--- src/rtl/nios2_mul_shift_pipe.sv ---
// Two-stage multiply/shift pipeline: stage M holds operands and multiplier
// partial products, stage A holds the final result, each with its own valid.
module nios2_mul_shift_pipe #(
  parameter int unsigned DATA_W = 32,
  parameter int unsigned TAG_W  = 5
) (
  input  logic              clk,
  input  logic              reset,
  input  logic              flush,
  input  logic              in_valid,
  output logic              in_ready,
  input  logic [3:0]        in_op,
  input  logic [DATA_W-1:0] in_src1,
  input  logic [DATA_W-1:0] in_src2,
  input  logic [TAG_W-1:0]  in_tag,
  output logic              out_valid,
  input  logic              out_ready,
  output logic [DATA_W-1:0] out_result,
  output logic [TAG_W-1:0]  out_tag,
  output logic              out_illegal
);

  localparam int unsigned SHAMT_W = $clog2(DATA_W);
  localparam int unsigned H       = DATA_W / 2;
  localparam int unsigned PP_W    = DATA_W + 2;
  localparam int unsigned P_W     = 2 * DATA_W;

  typedef enum logic [3:0] {
    OP_MUL    = 4'd0,
    OP_MULH   = 4'd1,
    OP_MULHSU = 4'd2,
    OP_MULHU  = 4'd3,
    OP_SLL    = 4'd4,
    OP_SRL    = 4'd5,
    OP_SRA    = 4'd6,
    OP_ROL    = 4'd7,
    OP_ROR    = 4'd8
  } op_e;

  logic               m_adv;
  logic               accept;

  logic               sgn1, sgn2;
  logic [DATA_W:0]    a_ext, b_ext;
  logic [PP_W-1:0]    a_lo, a_hi, b_lo, b_hi;
  logic [PP_W-1:0]    pp_ll_c, pp_lh_c, pp_hl_c, pp_hh_c;

  logic               m_valid_q, m_valid_d;
  logic [3:0]         m_op_q, m_op_d;
  logic [DATA_W-1:0]  m_src1_q, m_src1_d;
  logic [SHAMT_W-1:0] m_shamt_q, m_shamt_d;
  logic [TAG_W-1:0]   m_tag_q, m_tag_d;
  logic [PP_W-1:0]    m_pp_ll_q, m_pp_ll_d;
  logic [PP_W-1:0]    m_pp_lh_q, m_pp_lh_d;
  logic [PP_W-1:0]    m_pp_hl_q, m_pp_hl_d;
  logic [PP_W-1:0]    m_pp_hh_q, m_pp_hh_d;

  logic [P_W-1:0]     ll, lh, hl, hh, prod;
  logic [SHAMT_W:0]   inv_amt;
  logic [DATA_W-1:0]  sra_r, rol_r, ror_r;
  logic [DATA_W-1:0]  res_c;
  logic               ill_c;

  logic               a_valid_q, a_valid_d;
  logic [DATA_W-1:0]  a_result_q, a_result_d;
  logic [TAG_W-1:0]   a_tag_q, a_tag_d;
  logic               a_illegal_q, a_illegal_d;

  // Operands are sign/zero-extended to DATA_W+1 bits and split into a
  // zero-extended low half and a signed high half; four narrow products
  // are registered in M and recombined in A.
  always_comb begin
    sgn1    = (in_op == OP_MULH) || (in_op == OP_MULHSU);
    sgn2    = (in_op == OP_MULH);
    a_ext   = {sgn1 & in_src1[DATA_W-1], in_src1};
    b_ext   = {sgn2 & in_src2[DATA_W-1], in_src2};
    a_lo    = {{(PP_W-H){1'b0}}, a_ext[H-1:0]};
    a_hi    = {{(H+1){a_ext[DATA_W]}}, a_ext[DATA_W:H]};
    b_lo    = {{(PP_W-H){1'b0}}, b_ext[H-1:0]};
    b_hi    = {{(H+1){b_ext[DATA_W]}}, b_ext[DATA_W:H]};
    pp_ll_c = a_lo * b_lo;
    pp_lh_c = a_lo * b_hi;
    pp_hl_c = a_hi * b_lo;
    pp_hh_c = a_hi * b_hi;
  end

  always_comb begin
    ll      = {{(P_W-PP_W){m_pp_ll_q[PP_W-1]}}, m_pp_ll_q};
    lh      = {{(P_W-PP_W){m_pp_lh_q[PP_W-1]}}, m_pp_lh_q};
    hl      = {{(P_W-PP_W){m_pp_hl_q[PP_W-1]}}, m_pp_hl_q};
    hh      = {{(P_W-PP_W){m_pp_hh_q[PP_W-1]}}, m_pp_hh_q};
    prod    = ll + ((lh + hl) << H) + (hh << DATA_W);
    inv_amt = (SHAMT_W+1)'(DATA_W) - {1'b0, m_shamt_q};
    sra_r   = $signed(m_src1_q) >>> m_shamt_q;
    rol_r   = (m_src1_q << m_shamt_q) | (m_src1_q >> inv_amt);
    ror_r   = (m_src1_q >> m_shamt_q) | (m_src1_q << inv_amt);
    res_c   = '0;
    ill_c   = 1'b0;
    case (m_op_q)
      OP_MUL:    res_c = prod[DATA_W-1:0];
      OP_MULH,
      OP_MULHSU,
      OP_MULHU:  res_c = prod[P_W-1:DATA_W];
      OP_SLL:    res_c = m_src1_q << m_shamt_q;
      OP_SRL:    res_c = m_src1_q >> m_shamt_q;
      OP_SRA:    res_c = sra_r;
      OP_ROL:    res_c = rol_r;
      OP_ROR:    res_c = ror_r;
      default:   ill_c = 1'b1;
    endcase
  end

  always_comb begin
    m_adv     = m_valid_q && (!a_valid_q || out_ready);
    in_ready  = !reset && !flush && (!m_valid_q || m_adv);
    accept    = in_valid && in_ready;

    m_op_d    = m_op_q;
    m_src1_d  = m_src1_q;
    m_shamt_d = m_shamt_q;
    m_tag_d   = m_tag_q;
    m_pp_ll_d = m_pp_ll_q;
    m_pp_lh_d = m_pp_lh_q;
    m_pp_hl_d = m_pp_hl_q;
    m_pp_hh_d = m_pp_hh_q;
    if (accept) begin
      m_op_d    = in_op;
      m_src1_d  = in_src1;
      m_shamt_d = in_src2[SHAMT_W-1:0];
      m_tag_d   = in_tag;
      m_pp_ll_d = pp_ll_c;
      m_pp_lh_d = pp_lh_c;
      m_pp_hl_d = pp_hl_c;
      m_pp_hh_d = pp_hh_c;
    end

    if (flush)       m_valid_d = 1'b0;
    else if (accept) m_valid_d = 1'b1;
    else if (m_adv)  m_valid_d = 1'b0;
    else             m_valid_d = m_valid_q;

    a_result_d  = a_result_q;
    a_tag_d     = a_tag_q;
    a_illegal_d = a_illegal_q;
    if (m_adv) begin
      a_result_d  = res_c;
      a_tag_d     = m_tag_q;
      a_illegal_d = ill_c;
    end

    if (flush)          a_valid_d = 1'b0;
    else if (m_adv)     a_valid_d = 1'b1;
    else if (out_ready) a_valid_d = 1'b0;
    else                a_valid_d = a_valid_q;
  end

  always_ff @(posedge clk or posedge reset) begin
    if (reset) begin
      m_valid_q   <= 1'b0;
      m_op_q      <= '0;
      m_src1_q    <= '0;
      m_shamt_q   <= '0;
      m_tag_q     <= '0;
      m_pp_ll_q   <= '0;
      m_pp_lh_q   <= '0;
      m_pp_hl_q   <= '0;
      m_pp_hh_q   <= '0;
      a_valid_q   <= 1'b0;
      a_result_q  <= '0;
      a_tag_q     <= '0;
      a_illegal_q <= 1'b0;
    end else begin
      m_valid_q   <= m_valid_d;
      m_op_q      <= m_op_d;
      m_src1_q    <= m_src1_d;
      m_shamt_q   <= m_shamt_d;
      m_tag_q     <= m_tag_d;
      m_pp_ll_q   <= m_pp_ll_d;
      m_pp_lh_q   <= m_pp_lh_d;
      m_pp_hl_q   <= m_pp_hl_d;
      m_pp_hh_q   <= m_pp_hh_d;
      a_valid_q   <= a_valid_d;
      a_result_q  <= a_result_d;
      a_tag_q     <= a_tag_d;
      a_illegal_q <= a_illegal_d;
    end
  end

  assign out_valid   = a_valid_q;
  assign out_result  = a_result_q;
  assign out_tag     = a_tag_q;
  assign out_illegal = a_illegal_q;

endmodule

--- config.mk ---
export PLATFORM = sky130hd
export DESIGN_NAME = nios2_mul_shift_pipe
export DESIGN_NICKNAME = d
export VERILOG_FILES = /design/src/rtl/nios2_mul_shift_pipe.sv
export SDC_FILE = /design/constraint.sdc
export NUM_CORES = 2
export LEC_CHECK = 0
export ABC_AREA = 1
export CORE_MARGIN = 3
export CORE_UTILIZATION = 25
export CTS_CLUSTER_DIAMETER = 80
export DETAILED_ROUTE_END_ITERATION = 6
export PLACE_DENSITY = 0.44
export RECOVER_POWER = 50
export SLEW_MARGIN = 15
export SYNTH_ARGS = -nofsm -noshare
export SYNTH_HDL_FRONTEND = slang
export SYNTH_SLANG_ARGS = --single-unit
--- constraint.sdc ---
create_clock -name clk -period 7.3 [get_ports clk]
set_input_delay 0.73 -clock clk [delete_from_list [all_inputs] [get_ports clk]]
set_output_delay 0.73 -clock clk [all_outputs]
set_load 0.01 [all_outputs]
==> flow_metrics.tcl <==
set metrics [dict create \
    status "finished with violations" \
    violations "max-capacitance violations, max-slew violations" \
    worst_r2r_startpoint "m_pp_lh_q[0]" \
    maxCapViolations 7 \
    antenna_found_initial 11 \
    seq_area_frac_synth_pct 9.19 \
    wl_per_cell_um 20.5 \
    die_h_um 493 \
    gp_congestion 0.977 \
    drive_gt1_share_pct 8.20 \
    cp-end-kind "register" \
    synth_edf_count 0 \
    nets 9999 \
    layout_min_cycle_time_ns 6.96 \
    fin_crit_sh_pct 95.3 \
    vias 53518 \
    worstSkewPairLatency_ns 0.62 \
    ys.flop_type "dfrtp_1" \
    slowest_stage "fa_1" \
    fin_area_sq_um 68100 \
    timing.setup.tns_ns 0 \
    dp_hpwl_um 200000 \
    place_area_sq_um 67100 \
    whs_path_depth 2 \
    synth_cell_type_count 73 \
    grt_pass1_vias 56043 \
    final_antenna_net_count 0 \
    critical_path_class "in2reg" \
    rrSetupSlack_ns 0.60 \
    port_buffers 117 \
    holdBufCountCts 0 \
    htreeDepth 1 \
    vias_per_cell 4.60 \
    cts_tree "built" \
    min_from "out_tag[0]" \
    yosys.cell_count.top_type "nand2_1" \
    cpMostUsedCell "fa_1" \
    numCtsBuffers 31 \
    tightest_slew_ns 4.77 \
    max_stage_delay_ns 0.62 \
    hold_class "reg2reg" \
    synth_top_area_cell "fa_1" \
    drtIter0Drc 4044 \
    netlist_top_cells_area "fa_1 33%, nand2_1 15%, inv_1 12%" \
    io_pins 118 \
    core_sq_um 236000 \
    clk_path_buf_depth 3 \
    finalSetupViolations 0 \
    firstDrtPassIters 6 \
    crit_arrival_ns 7.46 \
    drv_slew 447 \
    hold_viol 0 \
    grt_pass1_wl_um 363000 \
    clock_sinks 218 \
    hold_end "out_tag[0]" \
    drc 0 \
    synth.cell_area_sq_um 59400 \
    rsz0062_at_grt "false" \
    max_freq_mhz 144 \
    dieArea_sq_um 243000 \
    root_buffer "clkbuf_16" \
    grt_overflow 0 \
    finClkSkew_ns 0.0255 \
    synth.top_cells.by_count "2432 x nand2_1, 1842 x inv_1, 967 x fa_1, 502 x o21ai_0, 488 x ha_1" \
    syn_inst 8234 \
    yosys_warnings 0 \
    reg2reg_depth 33 \
    avgSynthCellArea_sq_um 7.21 \
    clkTransAtPathRegs_ns 0.05 \
    grt_max_degree 97 \
    async_flop_share_pct 100 \
    die_w_um 493 \
    synth_top_area_share_pct 32.6 \
    slew_headroom_pct -218 \
    cp-start-kind "primary input" \
    worstPathMaxFanout 5 \
    grt_usage_pct 19.6 \
    ys_ff_latch 218 \
    rr_endpoint "out_result[27]" \
    cts_setup_buffers 0 \
    synth_nets 9767 \
    placement_rows 178 \
    worstPathRequired_ns 7.80 \
    initial_core_util_pct 25.2 \
    wirelength_um 239000 \
    area_delta_synth_final_pct 14.7 \
]
==> final cells by class <==
type	instances	area [sq um]
well taps	3150	3940
diodes	4	10.0
repair buffers	589	5320
clock buffers	38	832
flip-flops and latches	218	5460
inverters	1861	6990
clock inverters	18	184
fillers	25823	168000
multi-input cells	5765	45400
==> what timing repair did <==
action	in CTS	in global routing
setup endpoints to repair	0	6
resized for setup	0	7
hold endpoints to repair	0	0
==> per-stage QoR <==
step                setup slack (ns)  instances  utilization, %  hold WS (ns)
finish                         0.341      11643            28.9         0.474
global route                 0.00875      11639            28.9         0.499
CTS                            0.356      11639            28.9         0.481
detailed placement            -0.323      11583            28.5         0.464
global placement              -0.422      11583            28.5         0.449
floorplan                      0.606       8234               -         0.442
==> critical path: cells and delay by family <==
family	cells	cell delay, ns
adders and majority gates	7	3.36
buffers and inverters	9	1.32
and+or+nand+nor	12	1.45
AOI/OAI and AO/OA	4	0.59
==> worst max path at each step <==
stage | cells past startpoint | endpoint | slack, ns | startpoint
after detailed placement | 30 | m_pp_hl_q[27] | -0.32 | in_op[3]
after global placement | 30 | m_pp_hl_q[27] | -0.42 | in_op[3]
after global routing | 30 | m_pp_hl_q[33] | 0.009 | in_op[0]
final | 32 | m_pp_hh_q[30] | 0.34 | in_op[0]
after CTS | 30 | m_pp_hl_q[27] | 0.36 | in_op[3]
after floorplan | 1 | m_op_q[0] | 0.61 | reset
==> cells by family (layout without fill, tap and decap cells) <==
| kind of cell | count (synthesis) | in the layout | synth area share (%) |
|---|---|---|---|
| xor+xnor | 139 | 139 | 2.11 |
| mux | 20 | 20 | 0.337 |
| buf+inv | 2251 | 2506 | 14.4 |
| flops | 218 | 218 | 9.19 |
| simple gates | 3071 | 3071 | 20.9 |
| compound gates | 1080 | 1080 | 10.2 |
| fa+ha+maj | 1455 | 1455 | 42.9 |
| other cells | 0 | 4 | 0 |
==> flip-flops by register name, summed over array words and instances (netlist names), 4 cells and up <==
signal,cells
m_op_q,4
m_pp_hh_q,32
m_pp_hl_q,34
m_pp_lh_q,34
m_pp_ll_q,32
m_shamt_q,5
m_src1_q,32
m_tag_q,5
out_result,32
out_tag,5
==> layout by cell type (no fill, tap or decap), types with 38 or more instances in the layout <==
cell type / netlist / layout
inv_1: 1842 / 1841
nand4_1: 41 / 41
ha_1: 488 / 488
o21ai_1: 57 / 59
fa_1: 967 / 967
buf_4: 7 / 407
a21oi_1: 297 / 296
nor3_1: 38 / 38
nand2_1: 2432 / 2430
o211ai_1: 39 / 39
nand3_1: 180 / 179
dfrtp_1: 218 / 216
xnor2_1: 61 / 61
nor2_1: 241 / 240
xor2_1: 76 / 76
buf_12: 0 / 59
o21ai_0: 502 / 500
clkdlybuf4s50_1: 0 / 61
==> layer usage <==
metal  share of wire [%]  vias to the layer above  GRT usage, %  routed length (um)
met2                  45                     1372          31.8              107000
met3                 5.0                      229          1.89               12000
li1                    -                    25245             -                   -
met5               0.011                        -             0                  27
met4                 2.9                        4          4.86                6910
met1                  47                    26668          27.9              113000
Power is left out: the tool's default activity adds up to more than one toggle a clock period on the data nets, which glitch-free logic cannot reach.
